[src/rtl/spi_shift_pkg.sv]
// spi_shift_pkg: shared FSM state encoding and shift-direction constants
package spi_shift_pkg;

    typedef enum logic [1:0] {IDLE, SHIFT, DONE} stateT;

    localparam logic DIR_MSB = 1'b0;
    localparam logic DIR_LSB = 1'b1;

endpackage

[src/rtl/spi_bit_counter.sv]
// spi_bit_counter: per-frame bit counter with clear, increment and last-bit flag
module spi_bit_counter
    import spi_shift_pkg::*;
#(
    parameter int WIDTH = 8,
    parameter int CNT_W = $clog2(WIDTH + 1)
) (
    input  logic             clk,
    input  logic             rst_n,
    input  logic             clear,
    input  logic             inc,
    output logic [CNT_W-1:0] count,
    output logic             lastBit
);

    // Clear when a frame is loaded, step once per accepted strobe
    always_ff @(posedge clk or negedge rst_n) begin
        if (!rst_n)
            count <= '0;
        else if (clear)
            count <= '0;
        else if (inc)
            count <= count + CNT_W'(1);
    end

    assign lastBit = count == CNT_W'(WIDTH - 1);

endmodule

[src/rtl/spi_shift_engine.sv]
// spi_shift_engine: SPI frame shift register with FSM; optional parity_out under SPI_SHIFT_PARITY_EN
module spi_shift_engine
    import spi_shift_pkg::*;
#(
    parameter int WIDTH = 8,
    parameter int CNT_W = $clog2(WIDTH + 1)
) (
    input  logic             clk,
    input  logic             rst_n,
    input  logic             start,
    input  logic [WIDTH-1:0] load_data,
    input  logic             lsb_first,
    input  logic             shift_en,
    input  logic             serial_in,
    output logic             serial_out,
    output logic [WIDTH-1:0] parallel_out,
    output logic             busy,
    output logic             done,
    output logic [CNT_W-1:0] bit_count
`ifdef SPI_SHIFT_PARITY_EN
    ,
    output logic             parity_out
`endif
);

    stateT            state, nextState;
    logic [WIDTH-1:0] mem, shiftedMem;
    logic             dirLsb, loadEn, shiftEn, lastBit;

    assign shiftedMem   = (dirLsb == DIR_LSB) ? {serial_in, mem[WIDTH-1:1]} : {mem[WIDTH-2:0], serial_in};
    assign serial_out   = (dirLsb == DIR_LSB) ? mem[0] : mem[WIDTH-1];
    assign parallel_out = mem;

    // State register
    always_ff @(posedge clk or negedge rst_n) begin
        if (!rst_n)
            state <= IDLE;
        else
            state <= nextState;
    end

    // Next state and control strobes; start and shift_en only act in their own states
    always_comb begin
        nextState = state;
        loadEn    = 1'b0;
        shiftEn   = 1'b0;
        busy      = 1'b0;
        done      = 1'b0;
        case (state)
            IDLE: begin
                if (start) begin
                    loadEn    = 1'b1;
                    nextState = SHIFT;
                end
            end
            SHIFT: begin
                busy = 1'b1;
                if (shift_en) begin
                    shiftEn   = 1'b1;
                    nextState = lastBit ? DONE : SHIFT;
                end
            end
            DONE: begin
                done      = 1'b1;
                nextState = IDLE;
            end
            default: nextState = IDLE;
        endcase
    end

    // Shift register and direction latch; both hold outside load and shift
    always_ff @(posedge clk or negedge rst_n) begin
        if (!rst_n) begin
            mem    <= '0;
            dirLsb <= DIR_MSB;
        end else if (loadEn) begin
            mem    <= load_data;
            dirLsb <= lsb_first;
        end else if (shiftEn) begin
            mem    <= shiftedMem;
        end
    end

    spi_bit_counter #(.WIDTH(WIDTH), .CNT_W(CNT_W)) bitCounter (
        .clk     (clk),
        .rst_n   (rst_n),
        .clear   (loadEn),
        .inc     (shiftEn),
        .count   (bit_count),
        .lastBit (lastBit)
    );

`ifdef SPI_SHIFT_PARITY_EN
    // Capture the XOR of the completed word on the final shift into DONE
    always_ff @(posedge clk or negedge rst_n) begin
        if (!rst_n)
            parity_out <= 1'b0;
        else if (shiftEn && lastBit)
            parity_out <= ^shiftedMem;
    end
`endif

endmodule

[config.mk]
export PLATFORM = sky130hd
export DESIGN_NAME = spi_shift_engine
export DESIGN_NICKNAME = d
export VERILOG_FILES = /design/src/rtl/spi_shift_pkg.sv /design/src/rtl/spi_bit_counter.sv /design/src/rtl/spi_shift_engine.sv
export SDC_FILE = /design/constraint.sdc
export NUM_CORES = 1
export LEC_CHECK = 0
export ABC_AREA = 0
export CAP_MARGIN = 20
export CORE_ASPECT_RATIO = 1.2
export CORE_UTILIZATION = 45
export CTS_CLUSTER_SIZE = 12
export DETAILED_ROUTE_END_ITERATION = 12
export PLACE_DENSITY = 0.77
export SYNTH_ARGS = -nofsm -noshare
export SYNTH_HDL_FRONTEND = slang
export SYNTH_SLANG_ARGS = --single-unit
[constraint.sdc]
create_clock -name clk -period 4.5 [get_ports clk]
set_clock_uncertainty 0.1 [all_clocks]
set_input_delay 1.35 -clock clk [delete_from_list [all_inputs] [get_ports clk]]
set_output_delay 1.35 -clock clk [all_outputs]
set_load 0.05 [all_outputs]
# ---- Yosys cells after proc, flatten, opt, wreduce, memory -nomap -nowiden
# Index checks and enable logic that the tools add are counted.
dict set report totals {
  register_bits 15
  latch_bits 0
  ramBits 0
  rom_bits 0
  out_inout_bits 15
  elab_cells 29
  memories 0
}
dict set report op_classes {
  addsub 1
  mul 0
  div 0
  n_lt_le_gt_ge 0
  eq_ne 5
  n_shift 0
  mux 16
  bitwise_logic 0
  reduce_logical 3
}
# op count
set op_table {}
lappend op_table {{$mux W8} 3}
lappend op_table {{$mux W4} 2}
lappend op_table {{$mux W1} 7}
lappend op_table {{$mux W2} 3}
lappend op_table {{$add A4 B1 Y4 const B} 1}
lappend op_table {{$eq A4 B3 Y1 const B} 1}
lappend op_table {{$ne A2 B2 Y1 const B} 2}
lappend op_table {{$pmux W2 S2} 1}
lappend op_table {{$eq A2 B1 Y1 const B} 1}
lappend op_table {{$eq A2 B2 Y1 const B} 1}
lappend op_table {{$logic_not A2 Y1} 1}
lappend op_table {{$reduce_and A2 Y1} 1}
lappend op_table {{$reduce_bool A2 Y1} 1}

# ---- Depth between registers and ports, before layout
# Gate-level depths: netlist of the first run.
dict set report depth {
  ltp_word 4
  ltp_mapped 5
  depth_no_buf 4
}

# ---- By module
# From an unflattened synthesis of the first run, not the netlist that was laid out.
dict set report hier_totals {
  cells_unflattened 68
  area_unflattened_um2 904.6
}
# mod n_inst cells_each area_per_inst_um2 seq_area_each_um2
set by_module_without_submodules {}
lappend by_module_without_submodules {spi_shift_engine 1 50 704.4 275.3}
lappend by_module_without_submodules {spi_bit_counter 1 18 200.2 100.1}

# ---- Least setup slack after synthesis of the first run
# Ideal clock, no wire load.
dict set report synth_timing {
  kind {in2reg}
  start {in start}
  end {reg mem[0] (netlist: parallel_out[0])}
  setup_time_ns 0.125
  arrival_time_ns 2.381
  t_required_ns 4.275
  path_slack_ns 1.894
  cell_stages 4
  path_buffers 1
  cell_sequence {or3b_1 -> buf_6 -> mux2_4 -> mux2_4}
}
dict set report synth_between {
  elab_chain_cells 3
}
# element line_no
set synth_lines {}
lappend synth_lines {{start: declaration} spi_shift_engine.sv:10} ;# input logic start,
lappend synth_lines {{$mux W1 (*)} spi_shift_engine.sv:51} ;# if (start) begin
lappend synth_lines {{$mux W1 (*)} spi_shift_engine.sv:49} ;# case (state)
lappend synth_lines {{$mux W8 or $reduce_bool A2 Y1 (tied branches)} -}
lappend synth_lines {{end signal: assignment} spi_shift_engine.sv:77} ;# mem <= load_data;
lappend synth_lines {{end signal: assignment} spi_shift_engine.sv:80} ;# mem <= shiftedMem;
lappend synth_lines {{end: declaration} spi_shift_engine.sv:27} ;# logic [WIDTH-1:0] mem, shiftedMem;
# Every way passes the cells marked *; elsewhere a longest branch is shown, timed or not.
# A chain may end at the register's enable or synchronous reset.

# ---- Worst setup path after layout of the first run
dict set report layout_timing {
  start {reg state[0]}
  end {out busy}
}
dict set report layout_between {
  elab_chain_cells 2
}
# element line_no
set layout_lines {}
lappend layout_lines {{start: declaration} spi_shift_engine.sv:26} ;# stateT state, nextState;
lappend layout_lines {{start signal: assignment} spi_shift_engine.sv:39} ;# state <= nextState;
lappend layout_lines {{$eq A2 B1 Y1} spi_shift_engine.sv:49}
lappend layout_lines {{$mux W1} spi_shift_engine.sv:49}
lappend layout_lines {{end: declaration} spi_shift_engine.sv:17} ;# output logic busy,
# No other way between the ends.

==> metrics.txt, run 1 <==
status=finished with violations; violated checks=design-rule violations; syn nets=86; initial DRC count=8; synth top area cells=dfrtp_1 (40%), mux2_4 (25%), mux2_2 (13%), a22o_2 (3.2%), buf_6 (2.4%); final worst-path setup slack=1090 ps; minimum clock period=between 3000 and 4000 ps; CTS max path bufs=2; initial antenna violation count=0; post-synthesis xor/xnor area fraction=0; Starting Density=0.494; RSZ-0062 raised after global routing=no; most instantiated library cell after synthesis=mux2_4; ys async rst share=1.00; wire per inst=15.1 um; Inserted Diodes=0; Setup-failing EPs final=0; Num Clock Sinks=15; Mapped Area=946 um^2; post-cts resize count=0; Post-synth EDFFs=0; leak pwr=about 0.59 nW; Commonest cells post-synth=mux2_4 (16), dfrtp_1 (15), mux2_2 (11); post-synthesis simple-gate area fraction=0.0767; core area=1910 um^2; Worst Hold Class=flop to flop; Sum Neg Setup Slack=0 ps; Synth area leader=dfrtp_1; Die Y=52.2 um; reg2reg setup slack=2530 ps; Seq cells post-synth=15; Avg Synthesized Cell Area=~13 um^2; crit end category=output port; Vias/cell=5.45; Worst EP required=3050 ps; critical path peak fanout=9; fin. max-slew vios=0; layout cell share with drive strength beyond 1=0.340; Worst VDD drop=462 uV; CP Launch Type=flop; synth unique cells=24; TritonCTS Buffers=3; post-route ant nets=0; Post-Synth Adder-Cell Area=0.0132; DRC violations left=4; GPL Wtd Cong=a little over 0.7; vias in the first global route=672; Tot GR Track Use=0.182; CTS H-tree lvls=1; post-synth top area share=0.397; std cell rows=17; worst skew pair latency=280 ps; Crit Path Category=flop to output port; Final #Nets=116; Syn Inst Count=71; area grow syn2layout=32.1%; post-synthesis mux area share=0.406; First-pass DRT Iterations=8; Synth Flop Type=dfrtp_1; clock slew at reported path FFs=80 ps; Worst-Margin Slew=~680 ps; combinational family with the most area after synthesis=multiplexers; max_slew headroom=0.544; Max Cap Viol=0; routed via count=648; FILL cells=151; worst hold slack=468 ps; Root Buffer Master=clkbuf_4; Die Area=2290 um^2; hpwl dp=1310 um; die extent in x=approximately 44 um; first-pass GRT wire length=about 3000 um; Ys Warns=0; Routed WL=around 1800 um; WP data arrival=1960 ps; pre-CTS setup slack=1180 ps; # Post-CTS Setup Buffers=0; Final period util=0.759; Final Hold Vio Count=0; PortBufs=28; P per Cell Area=861 nW/um^2; CTS tree=built; total grt overflow=0; Finished Cell Area=1250 um^2; largest net degree at the start of global routing=16; Top-Level Pins=29; hold buffers post-CTS=0; compound-gate portion of the synthesized area=0.0675; DP Area=between 1000 and 1500 um^2; Seq/Total Area, Yosys=0.397; max frequency=293 MHz
==> metrics by stage <==
stage          cells  power, mW  utilization
6_report         119       1.08        0.653
5_1_grt          119       1.14        0.653
4_1_cts          119       1.08        0.653
3_5_place_dp     115       1.00        0.639
3_3_place_gp     115      0.996        0.639
2_1_floorplan     71      0.827            -
==> routing by layer <==
layer,GRT usage,share of wire
met2,0.303,0.47
met5,0,0
met3,0.0379,0.074
met4,0.0758,0.016
met1,0.226,0.44
==> layout make-up <==
cell class                      instances  area, um^2  area share
Tap cell                               19        23.8      0.0190
Timing Repair Buffer                   28         280       0.224
Clock buffer                            4        26.3      0.0210
Inverter                                3        11.3     0.00901
Multi-Input combinational cell         50         533       0.426
Sequential cell                        15         375       0.300
==> cells in the final DEF, fill, tap and decap left out, drive strengths merged, types with 2 or more instances in the layout <==
cell type      count
dfrtp             15
inv                3
nor2               2
nand2              3
a22o               3
clkbuf             4
mux2              27
clkdlybuf4s50     28
mux2i              2
==> cell families (layout without fill, tap and decap cells) <==
kind of cell,Yosys count,count (layout)
AOI/OAI and AO/OA,8,8
adders and majority gates,1,1
buffers and inverters,6,35
DFF,15,15
muxes,29,29
and+or+nand+nor,12,12
==> final timing paths <==
path / to / depth (start not counted) / startpoint
worst max-delay path: busy / 3 / state[0]
worst min-delay path: parallel_out[7] / 1 / parallel_out[7]
worst max register to register: parallel_out[0] / 3 / state[0]
worst min register to register: parallel_out[7] / 1 / parallel_out[7]
max in group asynchronous: state[0] / 1 / rst_n
min in group asynchronous: parallel_out[0] / 1 / rst_n
==> where the power goes <==
part / switching [mW] / total, mW / internal, mW
sequential: 0.0871 / 0.286 / 0.199
combinational: 0.351 / 0.715 / 0.363
clock: 0.0415 / 0.0759 / 0.0344
total: 0.480 / 1.08 / 0.596
==> critical path: stages, from the launching register on <==
cell and delay, ps:
dfrtp_1 510, or2b_1 290, inv_1 80, clkdlybuf4s50_1 800
==> state kept, by name, indices dropped and copies added, names as in the netlist <==
name and cells:
dirLsb 1, bitCounter.count 4, parallel_out 8, state 2
(Power assumes the default switching activity.)
==> run 2, diff against run 1 <==
==> constraint.sdc (replaced) <==
create_clock -name clk -period 3.5 [get_ports clk]
set_clock_uncertainty 0.1 [all_clocks]
set_input_delay 1.05 -clock clk [delete_from_list [all_inputs] [get_ports clk]]
set_output_delay 1.05 -clock clk [all_outputs]
set_load 0.05 [all_outputs]
==> results of run 2 <==
Same layout as run 1 (identical final DEF). Status: finished with violations: design-rule violations.
Among the figures that moved: setup slack after placement 1180 ps -> 478 ps; setup slack after layout 1090 ps -> 386 ps; register-to-register setup slack 2530 ps -> 1530 ps; total power 1.08 mW -> 1.38 mW; worst IR drop on VDD 462 uV -> 595 uV
==> run 3, diff against run 2 <==
--- a/config.mk
+++ b/config.mk
@@ -11,7 +11,7 @@
 export CORE_UTILIZATION = 45
 export CTS_CLUSTER_SIZE = 12
 export DETAILED_ROUTE_END_ITERATION = 12
-export PLACE_DENSITY = 0.77
+export DONT_BUFFER_PORTS = 1
 export SYNTH_ARGS = -nofsm -noshare
 export SYNTH_HDL_FRONTEND = slang
 export SYNTH_SLANG_ARGS = --single-unit
==> constraint.sdc (replaced) <==
create_clock -name clk -period 3.5 [get_ports clk]
set_clock_uncertainty 0.1 [all_clocks]
set_input_delay 1.05 -clock clk [delete_from_list [all_inputs] [get_ports clk]]
set_output_delay 1.05 -clock clk [all_outputs]
set_load 0.02 [all_outputs]
==> metrics.txt, run 3 (synthesized netlist as in run 1, its figures left out) <==
Num Clock Sinks=15; leak pwr=0.479 nW; die extent in x=43.9 um; PortBufs=0; area of the multi-input gates=533 um^2; # Post-CTS Setup Buffers=0; Starting Density=0.494; routed via count=551; Vias/cell=6.05; core area=around 1900 um^2; DRC violations left=1; most common cell after layout, fill and taps aside=mux2_4; layout cell share with drive strength beyond 1=0.472; First-pass DRT Iterations=10; Die Y=around 52 um; Final Hold Vio Count=0; Top-Level Pins=29; Worst VDD drop=442 uV; max frequency=between 400 and 500 MHz; CTS max path bufs=2; Final #Nets=88; CTS tree=built; cells along the critical path=mux2_2; Tot GR Track Use=0.171; Final period util=0.703; Die Area=2290 um^2; Sum Neg Setup Slack=0 ps; reg2reg setup slack=1530 ps; fin. max-slew vios=0; critical path peak fanout=10; std cell rows=17; most frequent cells in the layout=mux2_4 (16), dfrtp_1 (15), mux2_2 (11); pre-CTS setup slack=968 ps; post-cts resize count=0; storage element area=375 um^2; initial antenna violation count=0; hpwl dp=1210 um; TritonCTS Buffers=3; WP data arrival=between 1000 and 1500 ps; Buf/Inv on CP=0; max_slew headroom=0.590; worst skew pair latency=between 200 and 300 ps; FILL cells=175; CP delay by family, top=flip-flops; RSZ-0062 raised after global routing=no; Routed WL=1690 um; Worst path max stage delay=590 ps; violated checks=design-rule violations; largest net degree at the start of global routing=16; Worst EP required=2350 ps; Worst Hold Class=primary input to async pin; minimum clock period=2460 ps; post-route ant nets=0; Setup-failing EPs final=0; hold buffers post-CTS=0; first-pass GRT wire length=2730 um; reg2reg path depth=3; vias in the first global route=574; GPL Wtd Cong=around 0.66; crit end category=output port; Root Buffer Master=clkbuf_4; reg-to-reg startpoint=state[0]; Max Cap Viol=0; area grow syn2layout=2.51%; Worst-Margin Slew=614 ps; P per Cell Area=1050 nW/um^2; Inserted Diodes=0; Crit Path Category=flop to output port; total grt overflow=0; max reg flops=8; RR Endpoint=parallel_out[7]; status=finished with violations; final worst-path setup slack=about 1000 ps; CTS H-tree lvls=1; CP max-delay cell=dfrtp_1; clock slew at reported path FFs=about 90 ps; wire per inst=about 19 um; CP Launch Type=flop; initial DRC count=9
## run 3: cell type report
class	count	area share
tap	19	0.0245
clock buffer	4	0.0271
multi-input combinational	50	0.550
inverter	3	0.0116
sequential	15	0.387
## run 3: through the flow
| stage | hold WS, ps | instance area (um^2) | utilization | power [mW] | std cells |
|---|---|---|---|---|---|
| detailed placement | 539 | 943 | 0.493 | 0.930 | 87 |
| finish | 352 | 970 | 0.507 | 1.02 | 91 |
| CTS | 345 | 970 | 0.507 | 1.03 | 91 |
| global placement | 529 | 943 | 0.493 | 0.917 | 87 |
| floorplan | 433 | 946 | - | 0.874 | 71 |
| global route | 321 | 970 | 0.507 | 1.10 | 91 |
## run 3: worst max path at each step
stage	startpoint	endpoint	slack, ps	depth (start not counted)
after detailed placement	start	parallel_out[3]	970	3
after CTS	dirLsb	serial_out	1010	1
final	dirLsb	serial_out	1040	1
after global routing	dirLsb	serial_out	970	1
after floorplan	start	parallel_out[0]	1190	4
after global placement	start	parallel_out[5]	990	3
## run 3: per-layer routing
layer	part of all wire	up-vias	global-route usage
li1	-	260	-
met5	0	-	0
met3	0.094	2	0.0724
met2	0.49	21	0.296
met1	0.40	268	0.178
met4	0.0083	0	0.0758
## run 3: where the power goes
group          internal (mW)  switching [mW]
Combinational          0.322           0.138
Clock                 0.0441          0.0545
Sequential             0.254           0.206
